--- config.mk ---
export PLATFORM = sky130hd
export DESIGN_NAME = kbd_row_sense
export DESIGN_NICKNAME = d
export VERILOG_FILES = /design/src/rtl/kbd_pkg.sv /design/src/rtl/kbd_row_sense.sv
export SDC_FILE = /design/constraint.sdc
export NUM_CORES = 1
export LEC_CHECK = 0
export ABC_AREA = 1
export BUFFER_PORTS_ARGS = -buffer_cell sky130_fd_sc_hd__buf_2
export CAP_MARGIN = 20
export CORE_MARGIN = 2
export CORE_UTILIZATION = 37
export DETAILED_ROUTE_END_ITERATION = 10
export HOLD_SLACK_MARGIN = 0.03
export PLACE_DENSITY = 0.94
export SLEW_MARGIN = 10
export SYNTH_ARGS = -nofsm -noshare
export SYNTH_HDL_FRONTEND = slang
export SYNTH_SLANG_ARGS = --single-unit
--- constraint.sdc ---
create_clock -name clk -period 1.9 [get_ports clk]
set_input_delay 0.285 -clock clk [delete_from_list [all_inputs] [get_ports clk]]
set_output_delay 0.285 -clock clk [all_outputs]
set_load 0.05 [all_outputs]
--- src/rtl/kbd_pkg.sv ---
`default_nettype none
// +--------------------------------------------------------------------------+
// | kbd_pkg                                                                  |
// | Shared op encodings, default matrix geometry and FSM states.             |
// | Revision: 1.0                                                            |
// +--------------------------------------------------------------------------+
package kbd_pkg;

    localparam logic [1:0] KBD_OP_PRESS   = 2'd0;
    localparam logic [1:0] KBD_OP_RELEASE = 2'd1;
    localparam logic [1:0] KBD_OP_RELALL  = 2'd2;
    localparam logic [1:0] KBD_OP_TAP     = 2'd3;

    localparam int KBD_ROWS = 9;
    localparam int KBD_COLS = 10;

    typedef enum logic [1:0] {
        ST_IDLE   = 2'd0,
        ST_BOUNCE = 2'd1,
        ST_HOLD   = 2'd2
    } kbd_state_e;

endpackage
`default_nettype wire

--- src/rtl/kbd_row_sense.sv ---
`default_nettype none
// +--------------------------------------------------------------------------+
// | kbd_row_sense                                                            |
// | Registered AND-OR of contact array against the column drive.             |
// | Revision: 1.0                                                            |
// +--------------------------------------------------------------------------+
module kbd_row_sense
    import kbd_pkg::*;
#(
    parameter int ROWS = KBD_ROWS,
    parameter int COLS = KBD_COLS
) (
    input  logic                   clk,
    input  logic                   rst,
    input  logic [ROWS*COLS-1:0]   contact_i,
    input  logic [COLS-1:0]        col_i,
    output logic [ROWS-1:0]        row_o
);

    logic [ROWS-1:0] w_row;
    logic [ROWS-1:0] row_q;

    // Each contact is diode-isolated: a row only sees its own closed keys.
    for (genvar r = 0; r < ROWS; r++) begin : g_row
        assign w_row[r] = |(contact_i[r*COLS +: COLS] & col_i);
    end

    always_ff @(posedge clk) begin
        if (rst) begin
            row_q <= '0;
        end else begin
            row_q <= w_row;
        end
    end

    assign row_o = row_q;

endmodule
`default_nettype wire

==> results.rst <==
.. list-table::
   :header-rows: 1

   * - Metric
     - Value
   * - Leakage power
     - 1.089 nW
   * - Commonest non-fill, non-tap cell in the layout
     - nand2_1
   * - Topmost layer with routed signal wires
     - met3
   * - Cells after synthesis
     - 209
   * - Hold-fix buffers at CTS
     - 0
   * - Antenna violations before repair
     - 0
   * - Capturing element type of the critical path
     - primary output
   * - # IOs
     - 111
   * - Number of setup violations in the final report
     - 0
   * - Worst-case clock buffer depth
     - 2
   * - GPL Wtd Cong
     - 0.8208
   * - Detailed route wirelength on metal3
     - 317 microns
   * - Count of pins over their slew limit
     - 0
   * - Post-synth top area share
     - 0.5353
   * - Crit path from
     - row_o[4]$_SDFF_PP0_
   * - Status
     - finished clean
   * - Amount of wire on met2 after detailed routing
     - 1.670 mm
   * - Switching power
     - 248.4 uW
   * - Number of global-route vias before repair
     - 1414
   * - Count of final hold-check violations
     - 0
   * - Number of distinct library cells after synthesis
     - 8
   * - Clock-pin slew on the worst setup and hold paths
     - 0.07 ns
   * - Met1 WL
     - 1.372 mm
   * - Buffers and inverters on the worst path
     - 1
   * - Wire length of the first global-routing pass
     - 5.664 mm
   * - Vias/cell
     - 4.443
   * - Critical path's top delay family
     - flip-flops
   * - Worst-path fanout max
     - 1
   * - Post-layout min period
     - 1.121 ns
   * - Total vias in the final route
     - 1524
   * - Grt total ovfl
     - 0
   * - Total of flip-flops plus latches after synthesis
     - 9
   * - Power Internal
     - 413.4 uW
   * - Post-Route WL
     - 3.360 mm
   * - Power after layout
     - 661.8 uW
   * - Detailed router's first-iteration violation count
     - 70
   * - Maximum single-stage delay on the critical path
     - 0.32 ns
   * - H-tree depth
     - 1
   * - Floorplan row count
     - 18
   * - Part of the Yosys area used for sequential elements
     - 0.1784
   * - Cells along the critical path
     - buf_2
   * - CTS Sinks
     - 9
   * - Worst setup slack after layout
     - 0.7788 ns
   * - Largest net degree at the start of global routing
     - 10
   * - Synth Net Count
     - 311
   * - Number of flip-flops under the largest register name
     - 9
   * - DIE AREA
     - 3163 sq um
   * - VDD IR max
     - 0.0003476 V
   * - Min-delay src
     - contact_i[8]
   * - Initial core utilization
     - 0.4003
   * - Power per unit of standard cell area
     - 435.7 nW/um^2
   * - Slew at the pin closest to its max-slew limit
     - 0.2704 ns
   * - Synth-to-layout area growth
     - 50.43%
   * - Pre-CTS worst setup slack
     - 0.8332 ns
   * - Synth area leaders
     - nand2_1 54%, dfxtp_1 18%, buf_6 8.9%
   * - Worst Setup Start Kind
     - register
   * - Final nets
     - 416
   * - Number of gates given a new drive strength after cts
     - 0
   * - Estimated wirelength of the detail-placed design
     - 2.839 mm
   * - Total inserted antenna cells
     - 0
   * - TritonCTS clock tree
     - yes
   * - Sw frac
     - 0.3753
   * - # Post-CTS Setup Buffers
     - 0
   * - Final ANT Viol Nets
     - 0
   * - Clock network fraction of total power
     - 0.229
   * - Netlist Area Pre-Place
     - 1010 sq um
   * - Fill cell total of the finished layout
     - 274
   * - Die X-Extent
     - 56.24 microns
   * - Data required time of the critical path
     - 1.62 ns
   * - WL/cell
     - 9.796 microns
   * - # DRC
     - 0
   * - Iteration count of the initial detailed-routing pass
     - 5
   * - Number of warning messages in the yosys log
     - 0
   * - Register share of total power
     - 0.310
   * - Highest-count cells in the layout ignoring fill and taps
     - 144 x nand2_1, 110 x buf_2, 18 x nor2_1, 18 x inv_1
   * - Combinational cell fraction of total power
     - 0.461
   * - Setup repair after global routing missed its margin
     - false
   * - Biggest area consumer among synthesized cells
     - nand2_1
   * - Data arrival time of the critical path
     - 0.84 ns
   * - Die outline height
     - 56.24 microns
   * - Critical path class
     - reg2out
   * - Layout cells sized above 1
     - 0.3610
   * - Post-synthesis area per instance
     - 4.831 sq um
   * - Slowest stage cell, crit path
     - dfxtp_1
   * - Total negative slack for setup checks
     - 0 ns
   * - Final worst-path cycle share
     - 0.5901
   * - Maximum capacitance violations
     - 0
   * - Hold crit path type
     - in2reg
   * - Root buffer cell
     - clkbuf_4
   * - FMAX
     - 0.8919 GHz
   * - Total global-route track usage
     - 0.2221
   * - Port Buffer Count
     - 110
   * - Worst-case headroom to the max-slew limit
     - 0.8186
   * - TritonCTS buffer count
     - 3
   * - Hold slack final
     - 0.3813 ns
   * - Core outline area
     - 2522 sq um
synthesized netlist by cell type:
cell	instances
buf_4	2
buf_6	8
clkinv_1	1
dfxtp_1	9
inv_1	18
nand2_1	144
nand3_1	9
nor2_1	18
area by class of cell:
class / count / area, sq um / share of cell area
well taps: 30 / 37.54 / 0.02471
inverters: 19 / 71.32 / 0.04695
repair buffers: 110 / 550.5 / 0.3624
clock buffers: 4 / 26.28 / 0.01730
flip-flops and latches: 9 / 180.2 / 0.1186
multi-input cells: 171 / 653.1 / 0.4300
cells by family (layout without fill, tap and decap cells):
logic type	after synthesis	in the layout	share of synthesized area
AND/OR/NAND/NOR	171	171	0.6468
flip-flops	9	9	0.1784
buffers and inverters	29	133	0.1747
per-layer routing:
| metal | up-vias | GRT usage |
|---|---|---|
| met5 | - | 0 |
| met2 | 79 | 0.4269 |
| met1 | 631 | 0.2531 |
| met4 | 0 | 0.06463 |
| li1 | 814 | - |
| met3 | 0 | 0.02326 |
per-stage QoR:
stage                     utilization  instance area (sq um)  std cells
after floorplan                     -                   1010        209
after global placement         0.5918                   1493        339
after detailed placement       0.5918                   1493        339
after CTS                      0.6022                   1519        343
after global routing           0.6022                   1519        343
final                          0.6022                   1519        343
power by group through the flow:
| stage | Combinational (mW) | Sequential (mW) | Clock, mW |
|---|---|---|---|
| after CTS | 0.307 | 0.206 | 0.152 |
| after global placement | 0.302 | 0.210 | 0 |
| after global routing | 0.347 | 0.207 | 0.170 |
| final | 0.305 | 0.205 | 0.152 |
| after floorplan | 0.138 | 0.257 | 0 |
| after detailed placement | 0.306 | 0.210 | 0 |
path summary, 6_finish.rpt:
path,to,slack [ns],cells past startpoint
setup / recovery,row_o[4],0.78,1
hold / removal,row_o[0]$_SDFF_PP0_,0.38,7
Note: power is estimated with default switching activity, not from simulation.
